--- src/rtl/lottery_pkg.sv ---
// lottery_pkg: shared types, widths and prize table for ticket scoring.
// Used by ticket_score and pick_match.
package lottery_pkg;

    localparam int NUM_W = 6;
    localparam int SUM_W = 10;

    localparam logic [SUM_W-1:0] PRIZE_3  = 10'd5;
    localparam logic [SUM_W-1:0] PRIZE_4  = 10'd32;
    localparam logic [SUM_W-1:0] PRIZE_5  = 10'd125;
    localparam logic [SUM_W-1:0] PRIZE_5B = 10'd250;
    localparam logic [SUM_W-1:0] PRIZE_6  = 10'd750;

    typedef enum logic [1:0] {
        ST_IDLE,
        ST_LOAD,
        ST_DRAW,
        ST_SCORE
    } state_e;

    // Match count (plus bonus-ball qualifier) to euro prize.
    function automatic logic [SUM_W-1:0] prize_of(
        input logic [2:0] cnt,
        input logic       bonus
    );
        logic [SUM_W-1:0] p;
        case (cnt)
            3'd3:    p = PRIZE_3;
            3'd4:    p = PRIZE_4;
            3'd5:    p = bonus ? PRIZE_5B : PRIZE_5;
            3'd6:    p = PRIZE_6;
            default: p = '0;
        endcase
        return p;
    endfunction

endpackage

--- src/rtl/pick_match.sv ---
// pick_match: compares one number against every stored pick at once.
// Only slots with en_i set can report a hit.
module pick_match
    import lottery_pkg::*;
#(
    parameter int NPICK = 6
) (
    input  logic [NUM_W-1:0]            num_i,
    input  logic [NPICK-1:0][NUM_W-1:0] picks_i,
    input  logic [NPICK-1:0]            en_i,
    output logic [NPICK-1:0]            hit_o
);

    // Parallel equality against every enabled slot.
    always_comb begin
        hit_o = '0;
        for (int i = 0; i < NPICK; i++) begin
            hit_o[i] = en_i[i] && (picks_i[i] == num_i);
        end
    end

endmodule

--- src/rtl/ticket_score.sv ---
// ticket_score: loads picks, counts matches against drawn balls, pays out.
// Optional bonus ball: define TICKET_SCORE_BONUS_BALL_EN.
module ticket_score
    import lottery_pkg::*;
#(
    parameter int NPICK  = 6,
    parameter int MAXNUM = 49
) (
    input  logic             clk,
    input  logic             reset,
    input  logic             start,
    input  logic             pick_valid,
    input  logic [NUM_W-1:0] pick,
    input  logic             ball_valid,
    input  logic [NUM_W-1:0] ball,
    output logic [SUM_W-1:0] sum,
    output logic             V,
    output logic             finish,
    output logic             busy
);

    localparam int IDX_W = $clog2(NPICK + 2);
`ifdef TICKET_SCORE_BONUS_BALL_EN
    localparam int NBALL = NPICK + 1;
    localparam logic [IDX_W-1:0] BONUS_IDX = IDX_W'(NPICK);
`else
    localparam int NBALL = NPICK;
`endif
    localparam logic [IDX_W-1:0] LAST_PICK = IDX_W'(NPICK - 1);
    localparam logic [IDX_W-1:0] LAST_BALL = IDX_W'(NBALL - 1);
    localparam logic [NUM_W-1:0] MAX_N     = NUM_W'(MAXNUM);

    state_e state_q, state_d;

    logic [NPICK-1:0][NUM_W-1:0] picks_q, picks_d;
    logic [NPICK-1:0]            hit_q, hit_d;
    logic [2:0]                  cnt_q, cnt_d;
    logic                        ill_q, ill_d;
    logic [IDX_W-1:0]            idx_q, idx_d;
    logic                        bonus_q, bonus_d;
    logic [SUM_W-1:0]            sum_q, sum_d;
    logic                        v_q, v_d;
    logic                        fin_q, fin_d;

    logic [NUM_W-1:0] cmp_num;
    logic [NPICK-1:0] slot_en;
    logic [NPICK-1:0] match;
    logic [NPICK-1:0] fresh;

    // Comparator shared by duplicate check (LOAD) and ball match (DRAW).
    always_comb begin
        cmp_num = (state_q == ST_LOAD) ? pick : ball;
        for (int i = 0; i < NPICK; i++) begin
            slot_en[i] = (state_q == ST_DRAW) || (IDX_W'(i) < idx_q);
        end
        fresh = match & ~hit_q;
    end

    pick_match #(
        .NPICK(NPICK)
    ) u_match (
        .num_i  (cmp_num),
        .picks_i(picks_q),
        .en_i   (slot_en),
        .hit_o  (match)
    );

    // State register.
    always_ff @(posedge clk or negedge reset) begin
        if (!reset) state_q <= ST_IDLE;
        else        state_q <= state_d;
    end

    // Next-state logic.
    always_comb begin
        state_d = state_q;
        unique case (state_q)
            ST_IDLE:  if (start) state_d = ST_LOAD;
            ST_LOAD:  if (pick_valid && idx_q == LAST_PICK) state_d = ST_DRAW;
            ST_DRAW:  if (ball_valid && idx_q == LAST_BALL) state_d = ST_SCORE;
            ST_SCORE: state_d = ST_IDLE;
            default:  state_d = ST_IDLE;
        endcase
    end

    // Outputs: registered results plus busy decoded from state.
    always_comb begin
        sum    = sum_q;
        V      = v_q;
        finish = fin_q;
        busy   = (state_q != ST_IDLE);
    end

    // Datapath next-state: pick storage, hit tracking and scoring.
    always_comb begin
        picks_d = picks_q;
        hit_d   = hit_q;
        cnt_d   = cnt_q;
        ill_d   = ill_q;
        idx_d   = idx_q;
        bonus_d = bonus_q;
        sum_d   = sum_q;
        v_d     = v_q;
        fin_d   = 1'b0;
        unique case (state_q)
            ST_IDLE: begin
                if (start) begin
                    picks_d = '0;
                    hit_d   = '0;
                    cnt_d   = '0;
                    ill_d   = 1'b0;
                    idx_d   = '0;
                    bonus_d = 1'b0;
                end
            end
            ST_LOAD: begin
                if (pick_valid) begin
                    for (int i = 0; i < NPICK; i++) begin
                        if (IDX_W'(i) == idx_q) picks_d[i] = pick;
                    end
                    if (pick == '0 || pick > MAX_N || |match) ill_d = 1'b1;
                    idx_d = (idx_q == LAST_PICK) ? '0 : idx_q + IDX_W'(1);
                end
            end
            ST_DRAW: begin
                if (ball_valid) begin
`ifdef TICKET_SCORE_BONUS_BALL_EN
                    if (idx_q == BONUS_IDX) begin
                        bonus_d = (cnt_q == 3'd5) && |fresh;
                    end else begin
                        hit_d = hit_q | fresh;
                        for (int i = 0; i < NPICK; i++) begin
                            if (fresh[i]) cnt_d = cnt_d + 3'd1;
                        end
                    end
`else
                    hit_d = hit_q | fresh;
                    for (int i = 0; i < NPICK; i++) begin
                        if (fresh[i]) cnt_d = cnt_d + 3'd1;
                    end
`endif
                    idx_d = idx_q + IDX_W'(1);
                end
            end
            ST_SCORE: begin
                sum_d = ill_q ? '0 : prize_of(cnt_q, bonus_q);
                v_d   = !ill_q;
                fin_d = 1'b1;
            end
            default: ;
        endcase
    end

    // Datapath registers.
    always_ff @(posedge clk or negedge reset) begin
        if (!reset) begin
            picks_q <= '0;
            hit_q   <= '0;
            cnt_q   <= '0;
            ill_q   <= 1'b0;
            idx_q   <= '0;
            bonus_q <= 1'b0;
            sum_q   <= '0;
            v_q     <= 1'b0;
            fin_q   <= 1'b0;
        end else begin
            picks_q <= picks_d;
            hit_q   <= hit_d;
            cnt_q   <= cnt_d;
            ill_q   <= ill_d;
            idx_q   <= idx_d;
            bonus_q <= bonus_d;
            sum_q   <= sum_d;
            v_q     <= v_d;
            fin_q   <= fin_d;
        end
    end

endmodule

--- config.mk ---
export PLATFORM = sky130hd
export DESIGN_NAME = ticket_score
export DESIGN_NICKNAME = d
export VERILOG_FILES = /design/src/rtl/lottery_pkg.sv /design/src/rtl/pick_match.sv /design/src/rtl/ticket_score.sv
export SDC_FILE = /design/constraint.sdc
export NUM_CORES = 1
export LEC_CHECK = 0
export ABC_AREA = 1
export BUFFER_PORTS_ARGS = -buffer_cell sky130_fd_sc_hd__buf_2
export CORE_MARGIN = 3
export CORE_UTILIZATION = 60
export CTS_CLUSTER_SIZE = 28
export DETAILED_ROUTE_END_ITERATION = 8
export PLACE_DENSITY = 0.8
export SYNTH_ARGS = -nofsm -noshare
export SYNTH_HDL_FRONTEND = slang
export SYNTH_SLANG_ARGS = --single-unit
export TNS_END_PERCENT = 1
--- constraint.sdc ---
create_clock -name clk -period 6.6 [get_ports clk]
set_input_delay 1.32 -clock clk [delete_from_list [all_inputs] [get_ports clk]]
set_output_delay 1.32 -clock clk [all_outputs]
set_load 0.05 [all_outputs]
==> flow_summary_export.csv, run 1 <==
group,metric,value,unit
clock_tree,postCtsSetupBuffers,0,
synthesis,synth_nets,575,
synthesis,syn-cell-area,0.00397,sq mm
min_path,hold_end,"sum[4]$_DFFE_PN0P_",
detailed_routing,routedWlPerCell,13.9,microns
pwr,p_int,927,uW
global_routing,met3_usage,5.20,%
cells_and_area,final_cells,649,
global_routing,globalRoute.totalOverflow,0,
timing,drv_slew,0,
global_routing,grtUsageTotal,26.2,%
global_routing,grt_max_degree,60,
clock_tree,path_clk_slew,0.07,ns
detailed_routing,vias_per_cell,5.44,
timing,finalCritPeriodShare,80.1,%
timing,skew,0.00618,ns
place,io_buffers,28,
synthesis,ys_types,38,
clock_tree,cts_root_buffer,"clkbuf_8",
synthesis,synth-main-ff-cell,"dfrtp_1",
die,initial_core_util,62.2,%
worst_setup_path,crit_type,"flip-flop to flip-flop",
synthesis,ys_seq_area_share,37.2,%
worst_setup_path,rr_startpoint,"state_q[1]$_DFFE_PN0P_",
place,place.gp.congestion,0.914,
clock_tree,h-tree-depth,3,
synthesis,postSynth.asyncResetShare,100,%
detailed_routing,drt-total-wl,9.03,mm
place,dp.cells,633,
clock_tree,clk_path_buf_depth,2,
detailed_routing,drc_errors,0,
worst_setup_path,slowest_delay,0.68,ns
clock_tree,numCtsBuffers,9,
worst_setup_path,startpoint_type,"flip-flop",
clock_tree,holdBufCountCts,0,
cells_and_area,antenna_cells,0,
pwr,seqPwrFrac,29.1,%
cells_and_area,drive_above_1_share,15.2,%
run,maxCapViolCount,0,
global_routing,met2_usage,44.1,%
worst_setup_path,path_max_fanout,17,
pwr,pwr-share-comb,52.5,%
timing,relSlewSlack,46.6,%
die,std_cell_rows,29,
synthesis,yosys_warnings,0,
pwr,swShare,49.5,%
detailed_routing,ant_nets,0,
timing,setup_violations,0,
worst_setup_path,cpMaxStageDelayCell,"ha_1",
worst_setup_path,reg2regPathDepth,28,
timing,setup_tns,0,ns
clock_tree,tritoncts,"done",
die,die_w,87.4,microns
die,die-area,0.00764,sq mm
status,status,"finished, final reports clean",
global_routing,grt_use_met1,33.2,%
clock_tree,clock-sinks,59,
synthesis,synth-edff-count,0,
place,dpl.hpwl,6.84,mm
worst_setup_path,r2r_end,"cnt_q[1]$_DFFE_PN0P_",
min_path,hp-class,"flip-flop to flip-flop",
detailed_routing,vias,3530,
die,io-pin-count,30,
worst_setup_path,cp_data_arrival_time,5.53,ns
cells_and_area,nets,601,
pwr,clock_power_share,18.5,%
global_routing,grt_pass1_vias,3442,
detailed_routing,drt_iter0_drc,207,
global_routing,antenna_found_initial,0,
pwr,power.density,424,mW/mm^2
worst_setup_path,cpMostUsedCell,"nand2_1",
pwr,p_switching,910,uW
clock_tree,ctsResizeCount,0,
worst_setup_path,worstPathRequired,6.85,ns
synthesis,netlist_instances,541,
cells_and_area,fill_cells,541,
timing,layout_min_cycle_time,5.29,ns
min_path,holdPathStages,2,
clock_tree,clock_latency,0.35,ns
timing,max_freq,189,MHz
die,die_h,87.4,microns
pwr,p_leak,0.00232,uW
worst_setup_path,worstSetupEndpointType,"flip-flop",
worst_setup_path,ff2ff_setup_slack,1.31,ns
min_path,worstHoldStart,"sum[4]$_DFFE_PN0P_",
timing,final-hold-violation-count,0,
global_routing,top_usage_layer,"met2",
timing,rsz0062_at_grt,"no",
cells_and_area,synthToLayoutAreaGrowth,9.00,%
synthesis,synth_area_per_cell,7.35,sq um
detailed_routing,dr.pass1.iters,7,
timing,worst-slew-pin-transition,0.801,ns
global_routing,grt_pass1_wl,15.5,mm
pwr,irDropWorstVdd,273,uV
die,core-area,0.00639,sq mm
synthesis,ys_seq_elements,59,
==> power groups by stage <==
stage	combinational [uW]	sequential [uW]	clock (uW)
floorplan	732	538	0
global placement	927	534	0
detailed placement	951	538	0
CTS	959	532	340
global route	1090	545	358
finish	964	534	339
==> sequential cells by signal (all words and copies together), names as in the netlist <==
register / count
picks_q: 36
hit_q: 6
sum: 6
cnt_q: 3
idx_q: 3
state_q: 2
V: 1
finish: 1
ill_q: 1
==> cells in the final DEF, fill, tap and decap left out, types with 9 or more instances in the layout <==
| cell type | synthesis | layout |
|---|---|---|
| nand2_1 | 171 | 171 |
| xnor2_1 | 9 | 9 |
| dfrtp_1 | 59 | 59 |
| ha_1 | 17 | 17 |
| a21oi_1 | 9 | 9 |
| nand2_2 | 13 | 13 |
| inv_1 | 54 | 54 |
| buf_2 | 1 | 28 |
| nand3_1 | 45 | 45 |
| nor2_1 | 25 | 25 |
| xor2_1 | 11 | 11 |
| o21ai_0 | 51 | 51 |
| clkbuf_8 | 0 | 10 |
==> cell families after synthesis <==
| kind of cell | Yosys count | synth area share, % |
|---|---|---|
| DFF | 59 | 37.2 |
| and+or+nand+nor | 304 | 36.1 |
| other | 1 | 0.0944 |
| AOI/OAI and AO/OA | 68 | 9.01 |
| xor gates and xnor gates | 20 | 4.41 |
| adders and majority gates | 17 | 5.35 |
| buffers and inverters | 72 | 7.90 |
==> layout make-up <==
cell class | count | area [sq um] | area share, %
Multi-Input combinational cell | 410 | 2180 | 50.4
Sequential cell | 59 | 1480 | 34.1
Inverter | 57 | 219 | 5.05
Timing Repair Buffer | 30 | 155 | 3.58
Clock buffer | 10 | 138 | 3.18
Tap cell | 77 | 96.3 | 2.22
Clock inverter | 6 | 63.8 | 1.47
==> synth_stat cells (9+ instances only) <==
library cell	number	area [sq um]
o21ai_0	51	255
nor2_1	25	93.8
ha_1	17	213
xor2_1	11	96.3
nand2_1	171	642
dfrtp_1	59	1480
nand2_2	13	81.3
a21oi_1	9	45.0
nand3_1	45	225
inv_1	54	203
xnor2_1	9	78.8
==> stage by stage <==
| step | util (%) | worst slack (ns) | area (sq um) | hold WS [ns] | total power (uW) |
|---|---|---|---|---|---|
| after floorplan | - | 1.84 | 3970 | 0.463 | 1270 |
| after global placement | 64.7 | 1.46 | 4130 | 0.458 | 1460 |
| after detailed placement | 64.7 | 1.33 | 4130 | 0.462 | 1490 |
| after CTS | 67.8 | 1.34 | 4330 | 0.481 | 1830 |
| after global routing | 67.8 | 0.830 | 4330 | 0.496 | 1990 |
| final | 67.8 | 1.31 | 4330 | 0.481 | 1840 |
==> worst max-delay path, delay by kind of cell, from the launching register on <==
family	cells	cell delay, ns
fa+ha+maj	6	2.01
simple gates	16	2.13
flops	1	0.42
compound gates	3	0.39
buf+inv	3	0.23
==> worst max-delay path by stage <==
stage	slack, ns	from	depth (start not counted)	end
final	1.31	state_q[1]$_DFFE_PN0P_	28	cnt_q[1]$_DFFE_PN0P_
after global routing	0.83	state_q[1]$_DFFE_PN0P_	28	cnt_q[1]$_DFFE_PN0P_
after CTS	1.34	state_q[1]$_DFFE_PN0P_	28	cnt_q[1]$_DFFE_PN0P_
after detailed placement	1.33	pick[0]	27	cnt_q[1]$_DFFE_PN0P_
after global placement	1.46	pick[0]	27	cnt_q[1]$_DFFE_PN0P_
after floorplan	1.84	pick[3]	27	cnt_q[1]$_DFFE_PN0P_
==> metal layers <==
metal / part of all wire (%) / up-vias
met5: 0 / -
met3: 6.3 / 21
li1: - / 1779
met4: 2.1 / 0
met1: 44 / 1619
met2: 48 / 111
(Power assumes the default switching activity.)
==> inputs of run 2 (changes only) <==
ABC_AREA = 0   (was 1)
CORE_UTILIZATION = 54   (was 60)
PLACE_DENSITY = 0.76   (was 0.8)
clock period = 4.6 ns   (was 6.6 ns; I/O delays follow)
==> run 2 against run 1 <==
Effect of this change:
- the run now ends with setup timing left
- clock skew up 0.0032 ns
- via count down 19%
- power up 49%
- critical endpoint is now cnt_q[2]$_DFFE_PN0P_
- highest routed layer unchanged
==> flow_summary_export.csv, run 2 <==
group,metric,value,unit
synthesis,synth-edff-count,0,
clock_tree,clk_path_buf_depth,2,
cells_and_area,fill_cells,464,
cells_and_area,layout_common_cells,"59 x dfrtp_1, 46 x buf_4, 37 x mux2_2",
detailed_routing,ant_nets,0,
global_routing,grt_max_degree,37,
cells_and_area,nets,463,
clock_tree,path_clk_slew,0.07,ns
clock_tree,cts_root_buffer,"clkbuf_8",
synthesis,postSynth.asyncResetShare,100,%
worst_setup_path,worstPathRequired,4.84,ns
timing,max_freq,180,MHz
clock_tree,clock_latency,0.34,ns
synthesis,synth_nets,386,
min_path,worstHoldStart,"sum[5]$_DFFE_PN0P_",
synthesis,yosysMostFrequentCell,"dfrtp_1",
cells_and_area,drive_above_1_share,36.7,%
die,die-area,0.00773,sq mm
timing,setup_violations,2,
synthesis,synth_xor_area_share,9.91,%
pwr,p_switching,1090,uW
worst_setup_path,worstSetupEndpointType,"flip-flop",
synthesis,yosys_warnings,0,
place,dpl.hpwl,6.49,mm
min_path,hp-class,"flip-flop to flip-flop",
detailed_routing,drt_iter0_drc,145,
worst_setup_path,slowest_delay,0.41,ns
worst_setup_path,crit_family,"multiplexers",
pwr,swShare,39.9,%
detailed_routing,vias,2860,
timing,relSlewSlack,46.4,%
worst_setup_path,crit_type,"flip-flop to flip-flop",
place,post-place-ws,-1.24,ns
place,io_buffers,28,
timing,worst_slack,-0.944,ns
synthesis,ys_top_cells_by_area,"dfrtp_1 41%, mux2_2 12%, xnor2_1 8.5%, ha_1 5.9%, nor2_1 3.1%",
synthesis,syn-cell-area,0.00362,sq mm
detailed_routing,dr.pass1.iters,4,
pwr,p_leak,0.00206,uW
cells_and_area,regMostFlops,"picks_q",
detailed_routing,drt-total-wl,8.73,mm
die,core-area,0.00642,sq mm
synthesis,synth_commonest_cells,"59 x dfrtp_1, 40 x mux2_2, 35 x xnor2_1",
status,failed_checks,"setup timing",
timing,skew,0.00934,ns
synthesis,synth_area_per_cell,10.3,sq um
die,die_h,87.9,microns
synthesis,ys_seq_elements,59,
timing,worst-slew-pin-transition,0.804,ns
worst_setup_path,crit_start,"state_q[1]$_DFFE_PN0P_",
status,status,"complete, but fails checks",
global_routing,antenna_found_initial,0,
die,initial_core_util,56.4,%
die,io-pin-count,30,
synthesis,ys_types,50,
cells_and_area,fin_area,0.00451,sq mm
run,maxCapViolCount,0,
synthesis,synth_top_family_by_area,"multiplexers",
place,place.gp.congestion,0.840,
timing,rsz0062_at_grt,"yes",
cells_and_area,antenna_cells,0,
die,std_cell_rows,29,
clock_tree,numCtsBuffers,9,
detailed_routing,drc_errors,0,
timing,drv_slew,0,
die,die_w,87.9,microns
worst_setup_path,rr_startpoint,"state_q[1]$_DFFE_PN0P_",
timing,finalCritPeriodShare,121,%
cells_and_area,final_core_util,70.2,%
pwr,p_int,1640,uW
pwr,total_power,2730,uW
timing,final-hold-violation-count,0,
pwr,irDropWorstVdd,395,uV
cells_and_area,synthToLayoutAreaGrowth,24.5,%
global_routing,grt_pass1_vias,2915,
synthesis,synth_top_area_share,40.8,%
clock_tree,holdBufCountCts,0,
detailed_routing,vias_per_cell,5.61,
synthesis,synth_top_area_cell,"dfrtp_1",
synthesis,synthAdderAreaFrac,5.87,%
synthesis,yosys.area_share.simple,14.4,%
cells_and_area,largest_register_ffs,36,
global_routing,grtUsageTotal,24.1,%
cells_and_area,final_common_cell,"dfrtp_1",
worst_setup_path,path_max_fanout,8,
worst_setup_path,cpMostUsedCell,"ha_4",
pwr,power.density,605,mW/mm^2
pwr,pwr-share-comb,54.4,%
pwr,seqPwrFrac,28.0,%
worst_setup_path,cp_data_arrival_time,5.78,ns
clock_tree,clock-sinks,59,
worst_setup_path,cpMaxStageDelayCell,"or3_4",
clock_tree,h-tree-depth,3,
synthesis,synth_compound_area_share,9.05,%
synthesis,netlist_instances,352,
pwr,clock_power_share,17.6,%
detailed_routing,routedWlPerCell,17.1,microns
clock_tree,tritoncts,"done",
worst_setup_path,crit_buf_inv,3,
timing,layout_min_cycle_time,5.54,ns
synthesis,ys_seq_area_share,40.8,%
synthesis,synth-main-ff-cell,"dfrtp_1",
place,placed_area,0.00417,sq mm
global_routing,grt_pass1_wl,13.9,mm
worst_setup_path,startpoint_type,"flip-flop",
synthesis,synthMuxAreaShare,16.1,%
global_routing,globalRoute.totalOverflow,0,
## run 2: changes by cell type after synthesis, sizes merged, moves of 6 or more
cell	before	now
nand2	190	25
nand3	52	10
mux2	0	41
o21ai	54	18
inv	55	20
xnor2	9	35
mux2i	0	7
a21oi	10	16
and2	1	7
or2	8	2
## run 2: kinds of logic after synthesis
| family | after synthesis |
|---|---|
| flip-flops | 59 |
| AND/OR/NAND/NOR | 103 |
| multiplexers | 48 |
| other | 1 |
| XOR/XNOR | 41 |
| AO/OA/AOI/OAI | 53 |
| adder cells (fa/ha/maj) | 17 |
| buffers and inverters | 30 |
## run 2: final cells by class
type	instances	area, sq um	area share, %
Multi-Input combinational cell	263	2140	47.4
Tap cell	77	96.3	2.14
Clock inverter	4	50.0	1.11
Inverter	20	77.6	1.72
Clock buffer	11	151	3.36
Timing Repair Buffer	76	520	11.5
Sequential cell	59	1480	32.8
## run 2: per-layer routing
layer  part of all wire (%)  GRT usage [%]
met1                     41           28.3
met2                     50           41.0
met3                    4.7           4.70
met4                    3.8           14.1
met5                      0              0
## run 2: power by group through the flow
| stage | clock network (uW) | logic, uW | registers (uW) |
|---|---|---|---|
| 6_report | 481 | 1480 | 764 |
| 3_3_place_gp | 0 | 1370 | 757 |
| 2_1_floorplan | 0 | 942 | 783 |
| 5_1_grt | 515 | 1610 | 779 |
| 3_5_place_dp | 0 | 1400 | 768 |
| 4_1_cts | 489 | 1430 | 762 |
## run 2: final timing paths
path / endpoint / slack, ns / cells after the start
worst min-delay path: sum[5]$_DFFE_PN0P_ / 0.52 / 2
worst min register to register: sum[5]$_DFFE_PN0P_ / 0.52 / 2
worst max-delay path: cnt_q[2]$_DFFE_PN0P_ / -0.94 / 25
worst max register to register: cnt_q[2]$_DFFE_PN0P_ / -0.94 / 25
min in group asynchronous: sum[0]$_DFFE_PN0P_ / 0.57 / 1
max in group asynchronous: picks_q[33]$_DFFE_PN0P_ / 3.14 / 2
## run 2: tightest hold or removal path: stages, from the launching register on
cell     delay, ns
dfrtp_1       0.37
inv_1         0.05
o21ai_0       0.06
## run 2: timing repair
action / 4_1_cts / 5_1_grt
gates resized for setup: 6 / 10
setup endpoints to repair: 2 / 2
setup buffers: 2 / 4
cloned: 0 / 0
pin swaps: 5 / 13
## run 2: through the flow
stage	hold WS (ns)	instances	TNS [ns]
6_report	0.518	510	-1.59
5_1_grt	0.537	510	-1.94
4_1_cts	0.525	506	-1.53
3_5_place_dp	0.511	489	-2.11
3_3_place_gp	0.480	489	-1.79
2_1_floorplan	0.463	352	-1.58
